--- src/rtl/arm_pkg.sv ---
// rtl/arm_pkg.sv - shared ARM condition codes, flag indices and issue FSM states
// Purpose: common types for the conditional-issue controller.
// Contents: cond_e (EQ..AL, NV), FLAG_* bit positions within {N,Z,C,V}, state_e.
package arm_pkg;

  typedef enum logic [3:0] {
    COND_EQ = 4'h0,
    COND_NE = 4'h1,
    COND_CS = 4'h2,
    COND_CC = 4'h3,
    COND_MI = 4'h4,
    COND_PL = 4'h5,
    COND_VS = 4'h6,
    COND_VC = 4'h7,
    COND_HI = 4'h8,
    COND_LS = 4'h9,
    COND_GE = 4'hA,
    COND_LT = 4'hB,
    COND_GT = 4'hC,
    COND_LE = 4'hD,
    COND_AL = 4'hE,
    COND_NV = 4'hF
  } cond_e;

  localparam int FLAG_N = 3;
  localparam int FLAG_Z = 2;
  localparam int FLAG_C = 1;
  localparam int FLAG_V = 0;

  typedef enum logic {
    ST_RUN  = 1'b0,
    ST_WAIT = 1'b1
  } state_e;

endpackage

--- src/rtl/cond_eval.sv ---
// rtl/cond_eval.sv - combinational ARM condition-code evaluator
// Purpose: decide whether an instruction's condition passes on a set of flags.
// Ports:
//   cond  [3:0] in  : condition field
//   flags [3:0] in  : {N,Z,C,V}
//   pass        out : condition satisfied (AL and NV always pass)
module cond_eval
  import arm_pkg::*;
(
  input  logic [3:0] cond,
  input  logic [3:0] flags,
  output logic       pass
);

  logic n, z, c, v;

  assign n = flags[FLAG_N];
  assign z = flags[FLAG_Z];
  assign c = flags[FLAG_C];
  assign v = flags[FLAG_V];

  always_comb begin
    pass = 1'b1;
    case (cond)
      COND_EQ: pass = z;
      COND_NE: pass = !z;
      COND_CS: pass = c;
      COND_CC: pass = !c;
      COND_MI: pass = n;
      COND_PL: pass = !n;
      COND_VS: pass = v;
      COND_VC: pass = !v;
      COND_HI: pass = c & !z;
      COND_LS: pass = !c | z;
      COND_GE: pass = (n == v);
      COND_LT: pass = (n != v);
      COND_GT: pass = !z & (n == v);
      COND_LE: pass = z | (n != v);
      default: pass = 1'b1;
    endcase
  end

endmodule

--- src/rtl/cond_issue_ctrl.sv ---
// rtl/cond_issue_ctrl.sv - ID-to-EX issue control for conditionally executed instructions
// Purpose: holds an instruction in ID until the flags it depends on are final,
// evaluates its condition, and issues it to EX (as a bubble when the condition fails).
// Tracks in-flight flag setters, the architectural status register, stall cycles and
// an error for flag writebacks with no outstanding setter.
// Ports:
//   clk, rst (sync, active-high)
//   id_valid, id_cond[3:0], id_s, flush, ex_stall  : ID/EX control inputs
//   wb_flag_we, wb_flags[3:0]                      : flag writeback from WB
//   id_ready                                       : ID instruction accepted this cycle
//   issue_valid, issue_exec, issue_s               : registered issue to EX
//   sr[3:0], stall_cnt[STALL_CNT_W-1:0], err       : status outputs
module cond_issue_ctrl
  import arm_pkg::*;
#(
  parameter int MAX_PENDING = 3,
  parameter int STALL_CNT_W = 16
) (
  input  logic                   clk,
  input  logic                   rst,
  input  logic                   id_valid,
  input  logic [3:0]             id_cond,
  input  logic                   id_s,
  output logic                   id_ready,
  input  logic                   flush,
  input  logic                   ex_stall,
  input  logic                   wb_flag_we,
  input  logic [3:0]             wb_flags,
  output logic                   issue_valid,
  output logic                   issue_exec,
  output logic                   issue_s,
  output logic [3:0]             sr,
  output logic [STALL_CNT_W-1:0] stall_cnt,
  output logic                   err
);

  localparam int PEND_W = $clog2(MAX_PENDING + 1);
  localparam logic [PEND_W-1:0] PEND_MAX = PEND_W'(MAX_PENDING);

  state_e                 state_q, state_d;
  logic [PEND_W-1:0]      pending_q, pending_d;
  logic [3:0]             sr_q, sr_d;
  logic                   issue_valid_q, issue_valid_d;
  logic                   issue_exec_q, issue_exec_d;
  logic                   issue_s_q, issue_s_d;
  logic [STALL_CNT_W-1:0] stall_cnt_q, stall_cnt_d;
  logic                   err_q, err_d;

  logic [3:0] eff_flags;
  logic       cond_pass;
  logic       cond_needed;
  logic       flags_ready;
  logic       setter_blocked;
  logic       fire;
  logic       pend_inc, pend_dec;
  logic       stall_inc;

  // A writeback in the same cycle is visible to the instruction in ID.
  assign eff_flags = wb_flag_we ? wb_flags : sr_q;

  cond_eval u_cond_eval (
    .cond  (id_cond),
    .flags (eff_flags),
    .pass  (cond_pass)
  );

  assign cond_needed = (id_cond != COND_AL) && (id_cond != COND_NV);

  // Flags are final once no setter is in flight, or the last one writes back now.
  assign flags_ready = (pending_q == '0) || ((pending_q == PEND_W'(1)) && wb_flag_we);

  // A new setter cannot issue into a full tracker unless one retires this cycle.
  assign setter_blocked = id_s && (pending_q == PEND_MAX) && !wb_flag_we;

  assign id_ready = id_valid && !flush && !ex_stall
                    && (!cond_needed || flags_ready) && !setter_blocked;
  assign fire     = id_valid && id_ready;

  // Only setters whose condition passes will actually write flags.
  assign pend_inc = fire && id_s && cond_pass;
  // Guard keeps a spurious writeback from wrapping the counter.
  assign pend_dec = wb_flag_we && (pending_q != '0);

  // FSM: state register
  always_ff @(posedge clk) begin
    if (rst) begin
      state_q <= ST_RUN;
    end else begin
      state_q <= state_d;
    end
  end

  // FSM: next state
  always_comb begin
    state_d = state_q;
    case (state_q)
      ST_RUN: begin
        if (id_valid && cond_needed && !flags_ready && !flush && !ex_stall) begin
          state_d = ST_WAIT;
        end
      end
      ST_WAIT: begin
        if (fire || flush || !id_valid) begin
          state_d = ST_RUN;
        end
      end
      default: state_d = ST_RUN;
    endcase
  end

  // FSM: outputs
  always_comb begin
    stall_inc = (state_q == ST_WAIT) && (stall_cnt_q != '1);
  end

  always_comb begin
    pending_d = pending_q;
    if (pend_inc && !pend_dec) begin
      pending_d = pending_q + PEND_W'(1);
    end else if (pend_dec && !pend_inc) begin
      pending_d = pending_q - PEND_W'(1);
    end

    sr_d        = wb_flag_we ? wb_flags : sr_q;
    err_d       = err_q || (wb_flag_we && (pending_q == '0));
    stall_cnt_d = stall_inc ? stall_cnt_q + STALL_CNT_W'(1) : stall_cnt_q;

    issue_valid_d = issue_valid_q;
    issue_exec_d  = issue_exec_q;
    issue_s_d     = issue_s_q;
    if (fire) begin
      issue_valid_d = 1'b1;
      issue_exec_d  = cond_pass;
      issue_s_d     = id_s && cond_pass;
    end else if (!ex_stall) begin
      issue_valid_d = 1'b0;
      issue_exec_d  = 1'b0;
      issue_s_d     = 1'b0;
    end
  end

  always_ff @(posedge clk) begin
    if (rst) begin
      pending_q     <= '0;
      sr_q          <= '0;
      err_q         <= 1'b0;
      stall_cnt_q   <= '0;
      issue_valid_q <= 1'b0;
      issue_exec_q  <= 1'b0;
      issue_s_q     <= 1'b0;
    end else begin
      pending_q     <= pending_d;
      sr_q          <= sr_d;
      err_q         <= err_d;
      stall_cnt_q   <= stall_cnt_d;
      issue_valid_q <= issue_valid_d;
      issue_exec_q  <= issue_exec_d;
      issue_s_q     <= issue_s_d;
    end
  end

  assign issue_valid = issue_valid_q;
  assign issue_exec  = issue_exec_q;
  assign issue_s     = issue_s_q;
  assign sr          = sr_q;
  assign stall_cnt   = stall_cnt_q;
  assign err         = err_q;

endmodule
--- config.mk ---
export PLATFORM = sky130hd
export DESIGN_NAME = cond_issue_ctrl
export DESIGN_NICKNAME = d
export VERILOG_FILES = /design/src/rtl/arm_pkg.sv /design/src/rtl/cond_eval.sv /design/src/rtl/cond_issue_ctrl.sv
export SDC_FILE = /design/constraint.sdc
export NUM_CORES = 1
export LEC_CHECK = 0
export ABC_AREA = 1
export CAP_MARGIN = 30
export CORE_MARGIN = 2
export CORE_UTILIZATION = 58
export CTS_BUF_LIST = sky130_fd_sc_hd__clkbuf_4
export CTS_CLUSTER_DIAMETER = 120
export CTS_CLUSTER_SIZE = 40
export DETAILED_ROUTE_END_ITERATION = 6
export DONT_BUFFER_PORTS = 1
export PLACE_DENSITY = 0.74
export SLEW_MARGIN = 25
export SYNTH_ARGS = -nofsm -noshare
export SYNTH_HDL_FRONTEND = slang
export SYNTH_SLANG_ARGS = --single-unit
--- constraint.sdc ---
create_clock -name clk -period 2.4 [get_ports clk]
set_clock_uncertainty 0.2 [all_clocks]
set_input_delay 0.48 -clock clk [delete_from_list [all_inputs] [get_ports clk]]
set_output_delay 0.48 -clock clk [all_outputs]
set_load 0.05 [all_outputs]
---- Yosys cells after proc, flatten, opt, wreduce, memory -nomap -nowiden ----
Index checks and enable logic that the tools add are counted.
word-level totals
  register bits after elaboration ......... 27
  input port bits ......................... 15
  output and inout bits ................... 25
  logic and storage cells ................. 91
cells by class
  add/sub/neg operators ................... 3
  equal/unequal tests ..................... 21
  mux-type cells .......................... 11
  bitwise gates (word level) .............. 5
  reductions and logical operators ........ 43
operators with widths
  operator                                                         count
  4-bit == test, second input constant                             6
  1-bit logical AND                                                21
  16-bit by 1-bit adder with 16-bit output, second input constant  1
  4-bit by 3-bit == test with 1-bit output, second input constant  4
  16-bit != test, second input constant                            1
  1-bit one-hot mux with 14 select lines                           1
  1-bit logical NOT                                                13
  4-bit by 2-bit == test with 1-bit output, second input constant  2
  4-bit != test, second input constant                             2
  1-bit 2-to-1 mux                                                 6
  1-bit logical OR                                                 5
  4-bit by 1-bit == test with 1-bit output, second input constant  1
  4-bit logical NOT                                                1
  2-bit 2-to-1 mux                                                 2
  4-bit 2-to-1 mux                                                 1
  2-bit nonzero test                                               2
  2-bit by 1-bit adder with 2-bit output, second input constant    1
  1-bit AND                                                        2
  2-bit by 1-bit == test with 1-bit output, second input constant  1
  2-bit == test, second input constant                             1
  2-bit logical NOT                                                1
  2-bit by 1-bit != test with 1-bit output, second input constant  1
  1-bit OR                                                         2
  1-bit one-hot mux with 2 select lines                            1
  other kinds (4)                                                  4

---- Depth between registers and ports, before layout ----
Gate-level depths: netlist of run 1.
  depth after elaboration ................. 13
  gate-level depth with buffers ........... 16
  gate-level depth less buffers ........... 15

---- Modules after synthesis ----
A second synthesis of run 1 with hierarchy kept.
unflattened totals
  cell total of the unflattened synthesis .. 261
  area, all modules ....................... 1634.1 µm²
modules (own cells, without submodules)
  module           instances  cells each  area an instance (µm²)  seq. area each (µm²)
  cond_issue_ctrl  1          211         1428.9                  540.5
  cond_eval        1          50          205.2                   0.0

---- Worst setup path after synthesis of run 1 ----
OpenSTA, ideal clock, no wires.
  path kind ............................... register -> register
  start point ............................. register sr_q[0] (netlist: sr[0])
  end point ............................... register pending_q[0]
  setup time .............................. 0.119 ns
  arrival ................................. 1.890 ns
  data required time ...................... 2.081 ns
  slack ................................... 0.190 ns
  stages on the path, launching flop included .. 15
  path buffers ............................ 0
  period minus slack after synthesis ...... 2.210 ns
  cell sequence ........................... dfxtp_1 inv_1 nand2_1 nand2_1 nand2_2 nand2_1 nand2_1 nand2_1 inv_1 nand3_2 o21ai_2 inv_1 ha_1 o21ai_0 a21oi_1
between the ends
  word-level cells in the longest chain between the ends .. 8
  elaborated cells between the ends (all ways) .. 13
  those cells by class .................... eq/ne (2); mux (3); bitwise (2); reduce/logical (6)
RTL lines
  what                                                   RTL line                          source
  from (decl)                                            cond_issue_ctrl.sv:42             logic [3:0] sr_q, sr_d;
  from (signal assigned)                                 cond_issue_ctrl.sv:153            sr_q <= sr_d;
  4-bit 2-to-1 mux (*)                                   --
  1-bit != test / 1-bit == test (equally long branches)  --
  1-bit OR / 1-bit AND (equally long branches)           cond_eval.sv:38, cond_eval.sv:37
  1-bit one-hot mux with 14 select lines (*)             cond_eval.sv:24                   case (cond)
  1-bit logical AND (*)                                  cond_issue_ctrl.sv:80             assign pend_inc = fire && id_s && cond_pass;
  1-bit logical NOT                                      cond_issue_ctrl.sv:120            end else if (pend_dec && !pend_inc) begin
  1-bit logical AND                                      cond_issue_ctrl.sv:120
  2-bit nonzero test (no source line)                    --
  to (signal assigned)                                   cond_issue_ctrl.sv:152            pending_q <= pending_d;
  to (decl)                                              cond_issue_ctrl.sv:41             logic [PEND_W-1:0] pending_q, pending_d;
Every way passes the cells marked *; elsewhere a longest branch is shown, timed or not.
A chain may end at the register's enable or synchronous reset.

---- Worst setup path in the final report of run 1 ----
  start point ............................. register pending_q[0]
  end point ............................... output id_ready
between the ends
  word-level cells in the longest chain between the ends .. 6
  elaborated cells between the ends (all ways) .. 11
  those cells by class .................... eq/ne (2); reduce/logical (9)
RTL lines
  what                                      RTL line               source
  2-bit by 1-bit == test with 1-bit output  cond_issue_ctrl.sv:70  assign flags_ready = (pending_q == '0) || ((pending_q == PEND_W'(1)) && wb_flag_we);
  1-bit logical AND                         cond_issue_ctrl.sv:70
  1-bit logical OR                          cond_issue_ctrl.sv:70
  1-bit logical OR                          cond_issue_ctrl.sv:76  && (!cond_needed || flags_ready) && !setter_blocked;
  1-bit logical AND                         cond_issue_ctrl.sv:76
  1-bit logical AND (*)                     cond_issue_ctrl.sv:76
  to (decl)                                 cond_issue_ctrl.sv:24  output logic id_ready,
Marked as above.

==> impl_metrics.csv, run 1 <==
group,metric,value,unit
run_status,status,"completed",
power,p_sw_frac,0.312,
global_routing,grt_usage,0.231,
floorplanning,start_util,0.613,
yosys,synth_area_leaders,"dfxtp_1 (32%), nand2_1 (12%), inv_1 (7.0%), nand3_1 (5.3%), ha_1 (3.7%)",
critical_path,reg2reg_slack,0.36,ns
cts,cts_buffers,3,
critical_path,slowest_delay,0.37,ns
drt,vias_per_cell,5.39,
power,p_seq_frac,0.567,
cells_and_area,nFillCells,254,
sta,rsz0062_at_grt,"false",
run,cap_violations,0,
cts,cts_tree,"yes",
yosys,syn_inst,245,
yosys,synth-seq-cells,27,
cts,cts.sinks,27,
yosys,syn-num-nets,265,
global_routing,antenna_found_initial,0,
sta,setup-violations-final,0,
sta,setup_tns,0,ns
floorplanning,die_h,58.2,um
critical_path,critPathLaunchType,"flop",
critical_path,crit_family,"buffers and inverters",
critical_path,r2r-end,"pending_q[1]",
critical_path,regToRegStartpoint,"sr[3]",
floorplanning,fp-row-count,19,
yosys,synth_top_flop_cell,"dfxtp_1",
sta,finalHoldViolations,0,
power,clkPwrFrac,0.252,
drt,ant_nets,0,
sta,fmax,440,MHz
floorplanning,die_w,58.2,um
power,switchingPower,0.270,mW
drt,vias,1602,
global_routing,grt_pass1_wl,6.18,mm
global_routing,grt_max_degree,17,
yosys,synth_area,1700,um^2
floorplanning,io_pins,40,
drt,wire_per_inst,12.7,um
hold_path,worstHoldEndpoint,"issue_valid",
critical_path,worstSetupPathType,"flop to output port",
sta,layout_min_cycle_time,2.27,ns
cells_and_area,syn2layout_area_growth,11.7,%
yosys,yosys.cell_types.count,33,
hold_path,hp-start,"ex_stall",
power,power_leakage,0.854,nW
cts,clkLatencyLatePin,0.33,ns
critical_path,path_max_fanout,4,
cells_and_area,postLayoutCoreUtil,0.685,
global_routing,grt-ovfl-total,0,
cells_and_area,final_area,1900,um^2
sta,worst_pin_slew,0.772,ns
cts,htreeDepth,1,
floorplanning,dieArea,3390,um^2
power,intPower,0.595,mW
cts,cts_buffer_depth,2,
global_routing,grt_pass1_vias,1417,
critical_path,endpoint_kind,"output port",
place,portBuffers,0,
sta,slew-limit-headroom,0.484,
sta,setup_slack,0.127,ns
place,dp_worst_setup_slack,0.252,ns
cts,cts_root_buf,"clkbuf_4",
critical_path,r2r_cells,15,
yosys,yosys.area.top_type,"dfxtp_1",
critical_path,crit_path_top_delay_cell,"dfxtp_2",
place,dp_hpwl,2.91,mm
yosys,synth_edf_count,0,
yosys,synth_top_area_frac,0.317,
yosys,avgSynthCellArea,6.96,um^2
sta,drv_slew,0,
critical_path,crit_chain,"inv_1, ha_1, inv_1, nand3_2, nand3_2, clkinvlp_4",
cells_and_area,seqCellArea,542,um^2
power,p_per_area,454,nW/um^2
power,p_total,0.864,mW
yosys,async_flop_share,0,
cells_and_area,final_layout_size_suffix_gt1_frac,0.252,
yosys,yosys_warnings,0,
drt,dr.pass1.iters,4,
drt,drt_wl_total,3.77,mm
power,p_comb_frac,0.181,
cells_and_area,num-nets-final,287,
cts,clkTransAtPathRegs,0.15,ns
hold_path,min_path_type,"primary input to flop",
hold_path,min_path_cells,2,
power,peakVddDrop,0.361,mV
place,place_congestion,0.944,
drt,drc,0,
drt,drtIter0Drc,112,
critical_path,path_depth,6,
floorplanning,fp.coreArea,2780,um^2
yosys,seq_area_frac_synth,0.317,
sta,final.period_utilization,0.947,
cells_and_area,multi_input_area,971,um^2
critical_path,critPathArrivalTime,1.59,ns
critical_path,required,1.72,ns
critical_path,path_buf_inv,3,
cells_and_area,n_antenna_cell,0,
place,dpl_cell_area,1860,um^2
==> power groups by stage <==
stage	sequential [mW]	combinational, mW	clock (mW)
floorplan	0.513	0.113	0
global placement	0.499	0.145	0
finish	0.490	0.157	0.218
global route	0.492	0.174	0.238
CTS	0.489	0.156	0.221
detailed placement	0.499	0.148	0
==> worst max path at each step <==
stage	startpoint	end	slack (ns)
2_1_floorplan	sr[0]	pending_q[0]	0.19
3_3_place_gp	wb_flag_we	pending_q[0]	0.27
3_5_place_dp	id_cond[2]	pending_q[0]	0.25
4_1_cts	pending_q[0]	id_ready	0.1
5_1_grt	pending_q[0]	id_ready	0.02
6_report	pending_q[0]	id_ready	0.13
==> cells by family (layout without fill, tap and decap cells) <==
| family | count (synthesis) | in the layout | share of synthesized area |
|---|---|---|---|
| AND/OR/NAND/NOR | 129 | 129 | 0.390 |
| buffers and inverters | 45 | 66 | 0.113 |
| AO/OA/AOI/OAI | 35 | 35 | 0.123 |
| flip-flops | 27 | 27 | 0.317 |
| adder cells (fa/ha/maj) | 5 | 5 | 0.0367 |
| XOR/XNOR | 4 | 4 | 0.0206 |
==> stage by stage <==
step	instances	hold WS (ns)
finish	297	0.0708
detailed placement	292	0.317
global route	297	0.0558
floorplan	245	0.290
CTS	297	0.0688
global placement	292	0.314
==> metal layers <==
metal	track usage	up-vias	share of wire
met1	0.334	705	0.49
met4	0.0598	0	0.011
met3	0.0313	5	0.064
met2	0.365	53	0.44
li1	-	839	-
met5	0	-	0
==> cells in the mapped netlist (all sizes together) (2+ instances only) <==
master   n
xnor2    2
a21oi   18
o21ai   15
buf      2
nand4    5
xor2     2
inv     40
and2     3
nor2    19
dfxtp   27
clkbuf   2
nor3    16
nand3   22
ha       5
nand2   63
==> area by class of cell <==
| cell class | instances | share of cell area |
|---|---|---|
| clock buffer | 4 | 0.0158 |
| inverter | 41 | 0.0854 |
| tap | 31 | 0.0204 |
| timing repair buffer | 21 | 0.0841 |
| multi-input combinational | 173 | 0.510 |
| sequential | 27 | 0.284 |
==> state kept, by name (all words and copies together), names as in the netlist <==
signal	cells
stall_cnt	16
sr	4
pending_q	2
err	1
issue_exec	1
issue_s	1
issue_valid	1
state_q	1
==> layout by cell type (no fill, tap or decap) <==
| cell | count |
|---|---|
| nand2_1 | 53 |
| inv_1 | 31 |
| dfxtp_1 | 26 |
| buf_4 | 20 |
| nand3_1 | 18 |
| nor2_1 | 16 |
| a21oi_1 | 12 |
| nor3_1 | 10 |
| nand2_2 | 8 |
| o21ai_0 | 8 |
| inv_2 | 7 |
| a21oi_2 | 6 |
| nand4_1 | 5 |
| o21ai_1 | 5 |
| ha_1 | 5 |
| nor3_2 | 4 |
| nand3_2 | 4 |
| clkbuf_4 | 4 |
| nor2_2 | 3 |
| o21ai_2 | 2 |
| nand2_4 | 2 |
| nor3_4 | 2 |
| xnor2_1 | 2 |
| xor2_1 | 2 |
| inv_6 | 1 |
| and2_2 | 1 |
| and2_4 | 1 |
| clkinvlp_4 | 1 |
| a31oi_1 | 1 |
| and2_1 | 1 |
| clkinv_1 | 1 |
| a211oi_1 | 1 |
| nor3b_1 | 1 |
| dlygate4sd3_1 | 1 |
| dfxtp_2 | 1 |
==> timing repair <==
| action | in CTS | in global routing |
|---|---|---|
| setup buffers | 0 | 0 |
| hold buffers | 1 | 0 |
| setup endpoints to repair | 0 | 1 |
| hold endpoints to repair | 16 | 0 |
| gates resized for setup | 0 | 2 |
Note: power is estimated with default switching activity, not from simulation.
==> inputs of run 2 (changes only) <==
CTS_CLUSTER_DIAMETER = 150   (was 120)
RECOVER_POWER = 25   (was not set)
SYNTH_HIERARCHICAL = 1   (was not set)
==> run 2 against run 1 <==
  * Clock power shrank 9.2%
  * Sequential cell count is the same
  * Register-to-register slack lost 0.10 ns
  * Cell area shrank 4.3%
  * Sequential power grew 4.9%
  * Via count grew 1.2%
  * Critical path depth grew 1
  * Sequential share of layout area grew 1.3 points
  * Worst hold slack gained 0.0020 ns
  * Power grew 5.1%
==> impl_metrics.csv, run 2 <==
group,metric,value,unit
run_status,status,"completed",
hold_path,min_path_cells,2,
critical_path,crit_family,"flip-flops",
cts,htreeDepth,1,
critical_path,reg2reg_slack,0.26,ns
critical_path,worstSetupPathType,"flop to output port",
yosys,synth-seq-cells,27,
critical_path,critPathLaunchType,"flop",
cells_and_area,final_layout_size_suffix_gt1_frac,0.0986,
floorplanning,die_h,57.1,um
drt,dr.pass1.iters,4,
yosys,yosys.area.top_type,"dfxtp_1",
cts,cts_tree,"yes",
cts,clkLatencyLatePin,0.33,ns
sta,drv_slew,0,
yosys,yosys_warnings,6,
cells_and_area,num-nets-final,305,
cells_and_area,instances_no_fill,315,
sta,fmax,450,MHz
critical_path,endpoint_kind,"output port",
global_routing,grt_pass1_vias,1447,
cts,cts.sinks,27,
sta,layout_min_cycle_time,2.22,ns
global_routing,grt_pass1_wl,5.86,mm
cells_and_area,syn2layout_area_growth,11.5,%
critical_path,crit_top_cell,"inv_1",
power,p_per_area,499,nW/um^2
critical_path,crit_path_top_delay_cell,"dfxtp_2",
sta,setup-violations-final,0,
cells_and_area,final_common_cell,"nand2_1",
critical_path,r2r_cells,8,
yosys,async_flop_share,0,
global_routing,grt_usage,0.222,
yosys,synth_edf_count,0,
place,place_congestion,0.831,
cells_and_area,n_antenna_cell,0,
yosys,yosys.cell_types.count,20,
hold_path,worstHoldEndpoint,"issue_exec",
yosys,synth_top_area_frac,0.331,
cells_and_area,nFillCells,268,
critical_path,required,1.72,ns
yosys,syn_inst,261,
hold_path,hp-start,"ex_stall",
global_routing,grt_max_degree,19,
yosys,synth_area,1630,um^2
drt,drc,0,
power,power_leakage,0.804,nW
critical_path,critPathArrivalTime,1.54,ns
yosys,syn-num-nets,281,
floorplanning,start_util,0.603,
floorplanning,fp.coreArea,2710,um^2
sta,final.period_utilization,0.926,
critical_path,slowest_delay,0.40,ns
floorplanning,dieArea,3260,um^2
yosys,synth_area_leaders,"dfxtp_1 (33%), nand2_1 (20%), a21oi_1 (8.3%), nor2_1 (7.4%), nand3_1 (6.7%)",
sta,setup_tns,0,ns
drt,wire_per_inst,11.3,um
floorplanning,fp-row-count,19,
drt,vias_per_cell,5.15,
yosys,seq_area_frac_synth,0.331,
sta,slew-limit-headroom,0.480,
place,dp_hpwl,2.65,mm
drt,drtIter0Drc,66,
critical_path,path_buf_inv,4,
drt,vias,1622,
critical_path,regToRegStartpoint,"stall_cnt[1]",
yosys,synth_top_flop_cell,"dfxtp_1",
power,peakVddDrop,0.448,mV
cts,clkTransAtPathRegs,0.16,ns
critical_path,path_max_fanout,4,
place,portBuffers,0,
place,dp.cells,309,
cells_and_area,largest_reg_flops,16,
power,p_total,0.909,mW
sta,rsz0062_at_grt,"false",
critical_path,crit_chain,"inv_1, ha_1, inv_1, nand3_1, nand2_1, inv_1, buf_4",
cts,cts_buffer_depth,2,
cts,cts_buffers,3,
sta,worst_pin_slew,0.780,ns
cts,postCtsSetupBuffers,0,
cts,cts_root_buf,"clkbuf_4",
critical_path,r2r-end,"stall_cnt[15]",
yosys,avgSynthCellArea,6.26,um^2
cells_and_area,final_cell_mix,"nand2_1 (88), nor2_1 (32), inv_1 (28), a21oi_1 (27), dfxtp_1 (26)",
global_routing,grt-ovfl-total,0,
drt,ant_nets,0,
sta,finalHoldViolations,0,
yosys,yosysMostFrequentCell,"nand2_1",
drt,drt_wl_total,3.55,mm
global_routing,antenna_found_initial,0,
floorplanning,die_w,57.1,um
floorplanning,io_pins,40,
run,cap_violations,0,
yosys,synth_common_cells,"nand2_1 (88), nor2_1 (32), inv_1 (28)",
hold_path,min_path_type,"primary input to flop",
-- run 2: cell count changes in the layout (fill, tap and decap cells not counted), sizes merged, moves of 2 or more --
cell,delta
xor2,+3
buf,-8
inv,-10
clkbuf,+8
and2,-3
nand3b,+2
nor3,-16
a21oi,+9
nor2,+19
nand2,+28
o21ai,-11
-- run 2: cell families after synthesis --
logic type                 count (synthesis)  share of synthesized area
xor gates and xnor gates                   8                     0.0429
AOI/OAI and AO/OA                         31                      0.102
DFF                                       27                      0.331
and+or+nand+nor                          157                      0.405
adders and majority gates                  5                     0.0383
buffers and inverters                     33                     0.0812
-- run 2: worst max path at each step --
stage | depth (start not counted) | to | slack (ns) | startpoint
global route | 7 | id_ready | 0.05 | pending_q[0]
floorplan | 16 | pending_q[1] | 0.08 | wb_flag_we
CTS | 7 | id_ready | 0.12 | pending_q[0]
finish | 7 | id_ready | 0.18 | pending_q[0]
global placement | 15 | pending_q[1] | 0.18 | wb_flag_we
detailed placement | 16 | pending_q[1] | 0.13 | wb_flag_we
-- run 2: what timing repair did --
action                     CTS  global route
hold endpoints to repair    18             0
hold buffers                 2             0
resized for setup            0             1
setup endpoints to repair    0             1
-- run 2: worst reg2reg max path, stage by stage, from the launching register on --
cell	delay, ns
dfxtp_1	0.36
clkbuf_1	0.54
nand3_1	0.26
nor2_1	0.22
nand3_1	0.15
nor2_1	0.15
nand3_1	0.09
nand2_1	0.08
nor2_1	0.03
-- run 2: cell type report --
type	count	area, um^2	share of cell area
Tap cell	31	38.8	0.0213
Multi-Input combinational cell	201	961	0.527
Timing Repair Buffer	23	144	0.0790
Inverter	29	109	0.0598
Sequential cell	27	542	0.297
Clock buffer	3	22.5	0.0124
Clock inverter	1	5.00	0.00275
-- run 2: power breakdown --
| group | total (mW) | internal [mW] | switching (mW) | leakage, nW |
|---|---|---|---|---|
| clock | 0.198 | 0.0624 | 0.136 | 0.0177 |
| sequential | 0.514 | 0.473 | 0.0411 | 0.219 |
| combinational | 0.196 | 0.0718 | 0.125 | 0.567 |
-- run 2: routing by layer --
| metal | routed length (um) | track usage | vias to the layer above |
|---|---|---|---|
| met4 | 19 | 0.0498 | 0 |
| met2 | 1700 | 0.388 | 37 |
| li1 | - | - | 869 |
| met1 | 1620 | 0.290 | 714 |
| met3 | 212 | 0.0340 | 2 |
| met5 | 0 | 0 | - |
-- run 2: through the flow --
step | worst slack [ns] | util | hold slack (ns) | instance area, um^2
3_3_place_gp | 0.175 | 0.667 | 0.275 | 1810
5_1_grt | 0.0480 | 0.672 | 0.0739 | 1820
4_1_cts | 0.123 | 0.684 | 0.0676 | 1850
3_5_place_dp | 0.127 | 0.667 | 0.278 | 1810
2_1_floorplan | 0.0792 | - | 0.308 | 1630
6_report | 0.178 | 0.672 | 0.0728 | 1820
